===== src/rtl/spi_slave.sv =====
// SPI mode-0 slave, MSB first, LENGTH-bit frames, oversampled by CLK.
// SCK/SSEL/MOSI are resynchronised into the CLK domain; all state is CLK-registered.
module spi_slave #(
  parameter int LENGTH = 64
) (
  input  logic              CLK,
  input  logic              RESET,
  input  logic              SCK,
  input  logic              SSEL,
  input  logic              MOSI,
  input  logic [LENGTH-1:0] TO_SEND,
  output logic [LENGTH-1:0] RECEIVED,
  output logic              RXED,
  output logic              TXED,
  output logic              MISO
);

  localparam int CW = $clog2(LENGTH + 1);

  logic [2:0]        sck_sync;
  logic [2:0]        ssel_sync;
  logic [1:0]        mosi_sync;
  logic [CW-1:0]     bit_cnt;
  logic [LENGTH-1:0] rx_shift;
  logic [LENGTH-1:0] tx_shift;
  logic [LENGTH-1:0] tx_next;
  logic              frame_done;
  logic              sck_rise;
  logic              sck_fall;
  logic              ssel_fall;
  logic              ssel_active;

  // Edge detection on the two oldest synchroniser stages, and next transmit word.
  // MISO is registered from tx_next so it follows the shift in the same CLK,
  // keeping fall-to-MISO latency at two CLK edges after the edge is seen.
  always_comb begin
    sck_rise    = (sck_sync[2:1] == 2'b01);
    sck_fall    = (sck_sync[2:1] == 2'b10);
    ssel_fall   = (ssel_sync[2:1] == 2'b10);
    ssel_active = ~ssel_sync[1];
    tx_next     = tx_shift;
    if (!ssel_active || ssel_fall) begin
      tx_next = TO_SEND;
    end else if (sck_fall) begin
      tx_next = frame_done ? TO_SEND : {tx_shift[LENGTH-2:0], 1'b0};
    end
  end

  // Synchronisers, shift registers, bit counter and completion pulses.
  always_ff @(posedge CLK) begin
    if (RESET) begin
      sck_sync   <= '0;
      ssel_sync  <= '0;
      mosi_sync  <= '0;
      bit_cnt    <= '0;
      rx_shift   <= '0;
      tx_shift   <= '0;
      frame_done <= 1'b0;
      RECEIVED   <= '0;
      RXED       <= 1'b0;
      TXED       <= 1'b0;
      MISO       <= 1'b0;
    end else begin
      sck_sync  <= {sck_sync[1:0], SCK};
      ssel_sync <= {ssel_sync[1:0], SSEL};
      mosi_sync <= {mosi_sync[0], MOSI};
      RXED      <= 1'b0;
      TXED      <= 1'b0;
      tx_shift  <= tx_next;
      if (!ssel_active) begin
        bit_cnt    <= '0;
        frame_done <= 1'b0;
        rx_shift   <= '0;
        MISO       <= 1'b0;
      end else begin
        MISO <= tx_next[LENGTH-1];
        if (sck_rise) begin
          rx_shift <= {rx_shift[LENGTH-2:0], mosi_sync[1]};
          if (bit_cnt == CW'(LENGTH - 1)) begin
            RECEIVED   <= {rx_shift[LENGTH-2:0], mosi_sync[1]};
            RXED       <= 1'b1;
            bit_cnt    <= '0;
            frame_done <= 1'b1;
          end else begin
            bit_cnt <= bit_cnt + CW'(1);
          end
        end
        // frame_done marks the falling edge that closes the transmitted word
        if (sck_fall && frame_done) begin
          TXED       <= 1'b1;
          frame_done <= 1'b0;
        end
      end
    end
  end

endmodule


===== config.mk =====
export PLATFORM = sky130hd
export DESIGN_NAME = spi_slave
export DESIGN_NICKNAME = d
export VERILOG_FILES = /design/src/rtl/spi_slave.sv
export SDC_FILE = /design/constraint.sdc
export NUM_CORES = 1
export LEC_CHECK = 0
export BUFFER_PORTS_ARGS = -buffer_cell sky130_fd_sc_hd__buf_2
export CAP_MARGIN = 10
export CORE_AREA = 2 2 155 157
export DETAILED_ROUTE_END_ITERATION = 6
export DIE_AREA = 0 0 157 159
export GPL_TIMING_DRIVEN = 0
export PLACE_DENSITY = 0.55
export SLEW_MARGIN = 15
export SYNTH_ARGS = -nofsm -noshare
export SYNTH_HDL_FRONTEND = slang
export SYNTH_SLANG_ARGS = --single-unit

===== constraint.sdc =====
create_clock -name CLK -period 1.8 [get_ports CLK]
set_clock_uncertainty 0.15 [all_clocks]
set_input_delay 0.54 -clock CLK [delete_from_list [all_inputs] [get_ports CLK]]
set_output_delay 0.54 -clock CLK [all_outputs]
set_load 0.01 [all_outputs]

# After elaboration in Yosys (flattened, before gate mapping)

Cells that the tools add are included.

Input bits: 69
Logic and storage cells: 33
Output and inout bits: 67
Register bits after elaboration: 210

Mux-type cells: 6
Add/sub/neg operators: 1
Eq/ne operators: 4
Bitwise logic cells: 2
Reductions and logical operators: 8

Operators by type and width:

| kind                  | count |
|---|---|
| $mux W64              | 3 |
| $add A7 B1 Y7 const B | 1 |
| $eq A7 B6 Y1 const B  | 1 |
| $mux W7               | 1 |
| $reduce_or A3 Y1      | 2 |
| $eq A2 B2 Y1 const B  | 2 |
| $reduce_and A3 Y1     | 1 |
| $eq A2 B1 Y1 const B  | 1 |
| $mux W1               | 2 |
| $not A1 Y1            | 2 |
| $reduce_and A2 Y1     | 1 |
| $reduce_bool A2 Y1    | 1 |
| $reduce_or A2 Y1      | 1 |
| $logic_and A1 B1 Y1   | 1 |
| $logic_or A1 B1 Y1    | 1 |

# Logic depth before layout (Yosys ltp)

Gate-level depths: netlist of the first run.

Word-level depth: 3
Gate-level depth with buffers: 7
Gate-level depth less buffers: 5

# Worst setup path after synthesis of the first run

Ideal clock, no wire load.

Path type: register to register
From: reg bit_cnt[0]
To: reg RECEIVED[40]
Cell stages (with the launch flop): 8
Arrival time: 1.608 ns
Clock period less this slack: 1.900 ns
Slack: -0.100 ns
Data required time: 1.508 ns
Library setup time: 0.142 ns
Path buffers: 2
Cell sequence: dfxtp_1 > ha_1 > nand3b_1 > or4_1 > buf_4 > buf_6 > nand2_1 > a21oi_2

Longest elaborated chain between the ends: 2

RTL lines:

| what                               | RTL line | text |
|---|---|---|
| start, declared                    | 23       | `logic [CW-1:0] bit_cnt;` |
| start signal, assigned             | 85       | `bit_cnt <= bit_cnt + CW'(1);` |
| $eq A7 B6 Y1                       | 79       | `if (bit_cnt == CW'(LENGTH - 1)) begin` |
| $reduce_and A3 Y1 (no source line) | -        |  |
| end signal, assigned               | 80       | `RECEIVED <= {rx_shift[LENGTH-2:0], mosi_sync[1]};` |
| end, declared                      | 12       | `output logic [LENGTH-1:0] RECEIVED,` |

Every way passes these cells.
A chain may end at the register's enable or synchronous reset.

# Worst setup path in the final report of the first run

Same ends and word-level chain as after synthesis.

==> results of run 1 <==
-- power by group through the flow --
stage	Combinational, W	Clock (W)	Sequential, W
4_1_cts	0.000549	0.00484	0.00483
2_1_floorplan	0.000342	0	0.00492
3_3_place_gp	0.000527	0	0.00493
3_5_place_dp	0.000530	0	0.00493
5_1_grt	0.000628	0.00502	0.00484
6_report	0.000558	0.00470	0.00483
-- what timing repair did --
item,in CTS,in global routing
pin swaps,1,1
endpoints found under the setup margin,187,184
setup buffers,6,2
gates resized for setup,44,55
-- cells in the final DEF (no fill, tap or decap), types with 2 or more instances in the layout --
master / netlist / layout
nand2_2: 0 / 12
a21oi_2: 22 / 25
clkbuf_16: 0 / 25
clkbuf_2: 0 / 18
xor2_1: 3 / 3
o21ai_0: 62 / 62
clkbuf_4: 0 / 10
clkbuf_1: 59 / 36
a21oi_1: 109 / 105
nand2b_1: 2 / 2
dfxtp_4: 0 / 2
nand2_1: 258 / 246
or3_1: 62 / 62
a211oi_2: 0 / 3
dfxtp_2: 0 / 7
dfxtp_1: 210 / 201
nor2_1: 69 / 68
clkbuf_8: 0 / 7
nor2b_1: 10 / 10
buf_8: 0 / 7
buf_2: 7 / 142
buf_4: 1 / 7
clkinv_2: 0 / 6
or2_2: 2 / 2
a211oi_1: 62 / 59
buf_6: 12 / 6
buf_12: 0 / 3
nand4_1: 2 / 2
nor3_1: 4 / 4
-- kinds of logic after synthesis --
group,count (synthesis)
compound gates,261
xor+xnor,4
fa+ha+maj,1
buf+inv,83
flops,210
simple gates,419
-- flip-flops by register name, summed over array words and instances, names as in the netlist --
| register | flops |
|---|---|
| mosi_sync | 2 |
| frame_done | 1 |
| TXED | 1 |
| tx_shift | 64 |
| ssel_sync | 3 |
| MISO | 1 |
| sck_sync | 3 |
| RECEIVED | 64 |
| rx_shift | 63 |
| bit_cnt | 7 |
| RXED | 1 |
-- critical path, stage by stage, from the launching register on --
cell and delay, ns:
dfxtp_4 0.37, ha_4 0.13, nand3b_1 0.11, or4_4 0.45, buf_12 0.17, buf_8 0.14, nand2_1 0.08, a21oi_2 0.06
-- Yosys cell counts --
cell | n | share of area, %
nand2_1 | 258 | 12
dfxtp_1 | 210 | 52
a21oi_1 | 109 | 6.8
nor2_1 | 69 | 3.2
a211oi_1 | 62 | 5.8
o21ai_0 | 62 | 3.8
or3_1 | 62 | 4.8
clkbuf_1 | 59 | 2.7
a21oi_2 | 22 | 2.4
buf_6 | 12 | 1.7
nor2b_1 | 10 | 0.78
buf_2 | 7 | 0.43
buf_1 | 4 | 0.19
nor3_1 | 4 | 0.25
xor2_1 | 3 | 0.33
nand2b_1 | 2 | 0.16
nand4_1 | 2 | 0.16
or2_2 | 2 | 0.16
a21o_1 | 1 | 0.093
a32oi_1 | 1 | 0.11
and2_1 | 1 | 0.078
and2b_1 | 1 | 0.093
and3_1 | 1 | 0.078
buf_4 | 1 | 0.093
ha_1 | 1 | 0.16
nand3_1 | 1 | 0.062
nand3b_1 | 1 | 0.093
nand4_4 | 1 | 0.26
nor4_4 | 1 | 0.26
nor4bb_1 | 1 | 0.12
o211a_1 | 1 | 0.12
o22a_1 | 1 | 0.11
o22ai_1 | 1 | 0.078
o2bb2ai_1 | 1 | 0.11
or3_2 | 1 | 0.093
or4_1 | 1 | 0.093
xnor2_1 | 1 | 0.11
-- stage by stage --
stage | std cells | power (W) | setup WS (ns) | hold slack, ns | TNS (ns)
detailed placement | 1432 | 0.00546 | -0.457 | 0.280 | -47.18
global placement | 1432 | 0.00546 | -0.468 | 0.266 | -46.83
floorplan | 978 | 0.00526 | -0.0670 | 0.264 | -2.93
CTS | 1480 | 0.0102 | -0.0158 | 0.0703 | -0.135
finish | 1482 | 0.0101 | -0.0254 | 0.0925 | -0.258
global route | 1482 | 0.0105 | -0.0703 | 0.0750 | -3.18
-- layout make-up --
type                            count  area (um^2)
Buffer                             82          526
Clock buffer                       36          737
Clock inverter                      7         38.8
Fill cell                        2359        13000
Multi-Input combinational cell    685         3530
Sequential cell                   210         4220
Tap cell                          319          399
Timing Repair Buffer              143          756
-- layer usage --
metal | up-vias | GRT usage [%] | share of wire [%]
met2 | 126 | 25.6 | 45
met3 | 28 | 3.02 | 4.3
met5 | - | 0 | 0
li1 | 3652 | - | -
met1 | 3192 | 23.5 | 50
met4 | 0 | 3.46 | 1.5
-- path summary, 6_finish.rpt --
kind	to	from	slack [ns]
min reg2reg	sck_sync[1]	sck_sync[0]	0.29
max	RECEIVED[40]	bit_cnt[0]	-0.03
min	ssel_sync[0]	SSEL	0.09
max reg2reg	RECEIVED[40]	bit_cnt[0]	-0.03
==> impl_results.md, run 1 <==
* Status: complete, but fails checks
* Violated checks: setup timing
* Post-CTS Hold Buffers at 0
* Routed WL per cell at 13.9 um
* Fin. max-slew vios at 0
* Post-route DRC at 0
* Switch share at a little under a quarter
* Synthesized instance count at 978
* Compound-cell area share of the yosys netlist at 19.4%
* HPWL Detailed at 14000 um
* Initial DRC count at 354
* Clock root cell: clkbuf_16
* Area after DPL at 0.00916 mm^2
* Die area at about 0.025 mm^2
* Hold depth at 2
* Ys Warns at 0
* Logic pwr share at 5.5%
* Seq/Total Area, Yosys at 52.1%
* CP Class: reg -> reg
* Critical Path AT at 2.03 ns
* Reg2reg path depth at 7
* DRT antenna net count at 0
* Final setup fails at 19
* Mux cell area share after synthesis at 0%
* Number of global-route vias before repair at ~6700
* Tightest Pin Transition at 0.858 ns
* Via Count at around 7000
* Pwr dens at approximately 990 mW/mm^2
* GRT Residual Overflow at 0
* Area share of fa/ha/maj cells after synthesis at 0.155%
* Global-route wire length before repair at 33600 um
* Crit path max fanout at 10
* RD Place Congestion at 0.778
* Final WL at ~21000 um
* DIE WIDTH at 157 um
* Final #Nets at ~1200
* Seq pwr share at a little under half
* Design area at 0.0102 mm^2
* P_int at 0.00782 W
* RSZ-0062 raised after global routing: true
* Seq cells post-synth at 210
* Die H at 159 um
* Cell Area, Synth at 0.00807 mm^2
* CP Capture Type: register
* Vias per cell at between 4 and 5
* Hold Fails Final Rpt at 0
* Leak at 3.80 nW
* CTS max path bufs at 3
* Clock power frac at 46.6%
* Main combinational cell family by area after synthesis: simple AND/OR/NAND/NOR gates
* CTS tree: built
* Critical Path Start Type: register
* Minimum clock period after layout at 1.83 ns
* Sink Count at 210
* Slew HR at a little over two fifths
* All-Layer GR Usage at about 16%
* PortBufs at between 100 and 150
* Mean Syn Cell Area at 8.25 um^2
* H-tree Lvls at 1
* Crit share post-route at 101%
* # rows at 56
* Starting Density at 34.8%
* Top-Level Pins at 136
* Clock Latency Late Sink at 0.50 ns
* Simple-gate area share of the yosys netlist at 22.8%
* Max IR drop VDD at about 0.00054 V
* HP Class: in -> reg
* Core Box Area at 0.0232 mm^2
* Core Util, Final at 44.0%
* Max-cap viol count at 0
* Area Overhead vs Synth at 26.6%
* Largest net degree at the start of global routing at 14
* Synth Area in XOR/XNOR at 0.434%
* CTS Buf Count at 24
* Detailed Routing Iterations Pass 1 at 4
* Worst setup margin at -0.0254 ns
* Fmax at 548 MHz
* ANT cells at 0
* Data required, critical path at ~2.0 ns
* Synth cell types at 37
* Layout cell share with drive strength beyond 1 at between 20% and 30%
* Psw at 0.00228 W
* Initial antenna violation count at 0
* Syn Nets at 1048
* Reg clk slew, reported paths at 0.06 ns
Power figures use the tool's default switching activity.
==> inputs of run 2 (changes only) <==
--- a/config.mk
+++ b/config.mk
@@ -5,13 +5,14 @@
 export SDC_FILE = /design/constraint.sdc
 export NUM_CORES = 1
 export LEC_CHECK = 0
+export ABC_AREA = 1
 export BUFFER_PORTS_ARGS = -buffer_cell sky130_fd_sc_hd__buf_2
 export CAP_MARGIN = 10
-export CORE_AREA = 2 2 155 157
+export CORE_AREA = 2 2 163 165
 export DETAILED_ROUTE_END_ITERATION = 6
-export DIE_AREA = 0 0 157 159
+export DIE_AREA = 0 0 165 167
 export GPL_TIMING_DRIVEN = 0
-export PLACE_DENSITY = 0.55
+export PLACE_DENSITY = 0.54
 export SLEW_MARGIN = 15
 export SYNTH_ARGS = -nofsm -noshare
 export SYNTH_HDL_FRONTEND = slang
==> run 2 against run 1 <==
  * The run now ends clean
  * Power rose by 9.4%
  * Combinational power increased by 31%
  * Highest routed layer unchanged
  * Critical path type is now reg -> out
  * Largest power group is now the clock network
  * First-iteration DRC count is 27% higher
  * Fmax is 2.8% higher
  * Register-to-register slack better by 0.15 ns
  * Global-route usage rose by 1.6 points
==> impl_results.md, run 2 <==
* Status: finished clean (was complete, but fails checks)
* CTS max path bufs at 3 (unchanged)
* Synth top area share at 47.2% (was 52.1%)
* Final WL at 25200 um (was 20600 um)
* Slew HR at 58.6% (was 42.8%)
* Fin cells at 1811 (was 1482)
* Fmax at 563 MHz (was 548 MHz)
* Worst path depth at 1 (was 7)
* Starting Density at 34.5% (was 34.8%)
* Cell taking the most area after synthesis: dfxtp_1 (unchanged)
* Hold_sp: MOSI (was SSEL)
* Buf+Inv Stages, Crit Path at 1 (was 2)
* Global-route wire length before repair at 40100 um (was 33600 um)
* Tightest Pin Transition at 0.621 ns (was 0.858 ns)
* Largest net degree at the start of global routing at 14 (unchanged)
* Max IR drop VDD at 0.000617 V (was 0.000541 V)
* Seq/Total Area, Yosys at 47.2% (was 52.1%)
* Synth cell types at 25 (was 37)
* Number of global-route vias before repair at 7771 (was 6676)
* Post-route DRC at 0 (unchanged)
* Hold endpoint: mosi_sync[0] (was ssel_sync[0])
* Worst R2R Start: frame_done (was bit_cnt[0])
* CP Capture Type: primary output (was register)
* Switch share at 23.2% (was 22.5%)
* # rows at 59 (was 56)
* Synth cell count leaders: nand2_1 (446), dfxtp_1 (210), nor2_1 (162) (was nand2_1 (258), dfxtp_1 (210), a21oi_1 (109))
* CTS Buf Count at 25 (was 24)
* Vias per cell at 4.67 (was 4.72)
* Most common cell after layout, fill and taps aside: nand2_1 (unchanged)
* Largest registers: RECEIVED: 64 flops, tx_shift: 64 flops, rx_shift: 63 flops (unchanged)
* Fin. max-slew vios at 0 (unchanged)
* EDFF count, synth at 0 (unchanged)
* Post-CTS Hold Buffers at 0 (unchanged)
* Worst R2R End: tx_shift[12] (was RECEIVED[40])
* Core Util, Final at 42.4% (was 44.0%)
* Largest delay share family, worst path: flip-flops (was simple AND/OR/NAND/NOR gates)
* Core Box Area at 0.0258 mm^2 (was 0.0232 mm^2)
* Seq cells post-synth at 210 (unchanged)
* Critical Path AT at 1.09 ns (was 2.03 ns)
* R2r setup slk at 0.12 ns (was -0.03 ns)
* Reg2reg path depth at 7 (unchanged)
* CTS tree: built (unchanged)
* CP peak stage delay at 0.39 ns (was 0.45 ns)
* Die area at 0.0276 mm^2 (was 0.0250 mm^2)
* RSZ-0062 raised after global routing: false (was true)
* Seq pwr share at 44.2% (was 47.9%)
* Routed WL per cell at 13.9 um (about the same)
* Pwr dens at 1010 mW/mm^2 (was 989 mW/mm^2)
* Area Overhead vs Synth at 22.8% (was 26.6%)
* Clock Latency Late Sink at 0.53 ns (was 0.50 ns)
* Slowest CP cell: dfxtp_1 (was or4_4)
* Logic pwr share at 6.6% (was 5.5%)
* Crit share post-route at 98.7% (was 101%)
* Final #Nets at 1524 (was 1216)
* Via Count at 8465 (was 6998)
* All-Layer GR Usage at 18.0% (was 16.3%)
* Cell Area, Synth at 0.00890 mm^2 (was 0.00807 mm^2)
* Sink Count at 210 (unchanged)
* Main synth FF type: dfxtp_1 (unchanged)
* Initial DRC count at 450 (was 354)
* Crit path max fanout at 2 (was 10)
* Pre-CTS setup slack at -0.362 ns (was -0.457 ns)
* Psw at 0.00256 W (was 0.00228 W)
* Hold depth at 3 (was 2)
* H-tree Lvls at 1 (unchanged)
* Minimum clock period after layout at 1.78 ns (was 1.83 ns)
* Max-cap viol count at 0 (unchanged)
* RD Place Congestion at 0.776 (was 0.778)
* Synthesized instance count at 1292 (was 978)
* Leak at 4.90 nW (was 3.80 nW)
* Most frequent cells in the layout: nand2_1 (446), dfxtp_1 (208), nor2_1 (162) (was nand2_1 (246), dfxtp_1 (201), buf_2 (142))
* Detailed Routing Iterations Pass 1 at 5 (was 4)
* Final setup fails at 0 (was 19)
* Hold Fails Final Rpt at 0 (unchanged)
* PortBufs at 135 (unchanged)
* Ys async rst share at 0% (unchanged)
* Initial antenna violation count at 3 (was 0)
* Layout cell share with drive strength beyond 1 at 16.9% (was 24.9%)
* Top-count cell post-synth: nand2_1 (unchanged)
* CP Class: reg -> out (was reg -> reg)
* Worst setup margin at 0.0241 ns (was -0.0254 ns)
* DRT antenna net count at 0 (unchanged)
* Inst Count DP at 1762 (was 1432)
* Number of setup buffers added after CTS at 0 (was 6)
* HP Class: in -> reg (unchanged)
* Data required, critical path at 1.11 ns (was 2.00 ns)
* P_int at 0.00848 W (was 0.00782 W)
* Mean Syn Cell Area at 6.89 um^2 (was 8.25 um^2)
* Clock power frac at 49.2% (was 46.6%)
* Top area cells in the synthesized netlist: dfxtp_1 (47%), nand2_1 (19%), nor2_1 (6.8%) (was dfxtp_1 (52%), nand2_1 (12%), a21oi_1 (6.8%))
* Syn Nets at 1362 (was 1048)
* Critical Path Start Type: register (unchanged)
* Die H at 167 um (was 159 um)
* Worst hold margin at 0.0858 ns (was 0.0925 ns)
* GRT Residual Overflow at 0 (unchanged)
* DIE WIDTH at 165 um (was 157 um)
* Ys Warns at 0 (unchanged)
* Clock root cell: clkbuf_16 (unchanged)
* Reg clk slew, reported paths at 0.06 ns (about the same)
* Crit-path cells: buf_2 (was ha_4, nand3b_1, or4_4, buf_12, buf_8, nand2_1, a21oi_2)
* Top-Level Pins at 136 (unchanged)
* HPWL Detailed at 17400 um (was 14000 um)
-- run 2: changes by cell type in the layout (fill, tap and decap cells not counted), sizes merged, moves of 16 or more --
cell and change:
a211oi -62, a21oi -21, buf +16, clkbuf -16, inv +75, nand2 +192, nand3 +108, nor2 +97
o21ai +16, or3 -63
-- run 2: power groups by stage --
| stage | logic, W | registers, W | clock network (W) |
|---|---|---|---|
| global placement | 0.000723 | 0.00497 | 0 |
| floorplan | 0.000474 | 0.00495 | 0 |
| global route | 0.000846 | 0.00489 | 0.00578 |
| CTS | 0.000735 | 0.00487 | 0.00557 |
| detailed placement | 0.000730 | 0.00497 | 0 |
| finish | 0.000732 | 0.00487 | 0.00543 |
-- run 2: worst max path at each step --
stage                   end         start
5_1_grt        RECEIVED[62]  RECEIVED[62]
3_5_place_dp   ssel_sync[0]         RESET
6_report        RECEIVED[3]   RECEIVED[3]
3_3_place_gp   tx_shift[28]         RESET
2_1_floorplan  tx_shift[28]         RESET
4_1_cts         RECEIVED[4]   RECEIVED[4]
-- run 2: layout make-up --
type | instances | area [um^2]
flip-flops and latches | 210 | 4210
fillers | 2704 | 14800
plain buffers | 88 | 554
diodes | 3 | 7.51
clock inverters | 8 | 155
multi-input cells | 920 | 3890
inverters | 74 | 278
repair buffers | 135 | 676
well taps | 335 | 419
clock buffers | 38 | 744
-- run 2: metal layers --
layer / part of all wire [%] / GRT usage (%)
met5: 0 / 0
met4: 1.9 / 5.07
met3: 5.1 / 2.94
met2: 43 / 26.7
met1: 50 / 26.7
-- run 2: per-stage QoR --
| step | total power (W) | area (um^2) | setup TNS (ns) |
|---|---|---|---|
| finish | 0.0110 | 10900 | 0 |
| detailed placement | 0.00570 | 10000 | -12.49 |
| global route | 0.0115 | 10900 | 0 |
| global placement | 0.00570 | 10000 | -11.55 |
| CTS | 0.0112 | 10900 | 0 |
| floorplan | 0.00542 | 8900 | 0 |
-- run 2: kinds of logic after synthesis --
| kind of cell | after synthesis | synth area share (%) |
|---|---|---|
| AOI/OAI and AO/OA | 188 | 10.6 |
| xor gates and xnor gates | 2 | 0.197 |
| adders and majority gates | 1 | 0.141 |
| buffers and inverters | 162 | 9.21 |
| DFF | 210 | 47.2 |
| and+or+nand+nor | 729 | 32.7 |
-- run 2: repair_timing --
item / 4_1_cts / 5_1_grt
endpoints found under the setup margin: 13 / 91
gates resized for setup: 1 / 18
pin swaps: 0 / 0
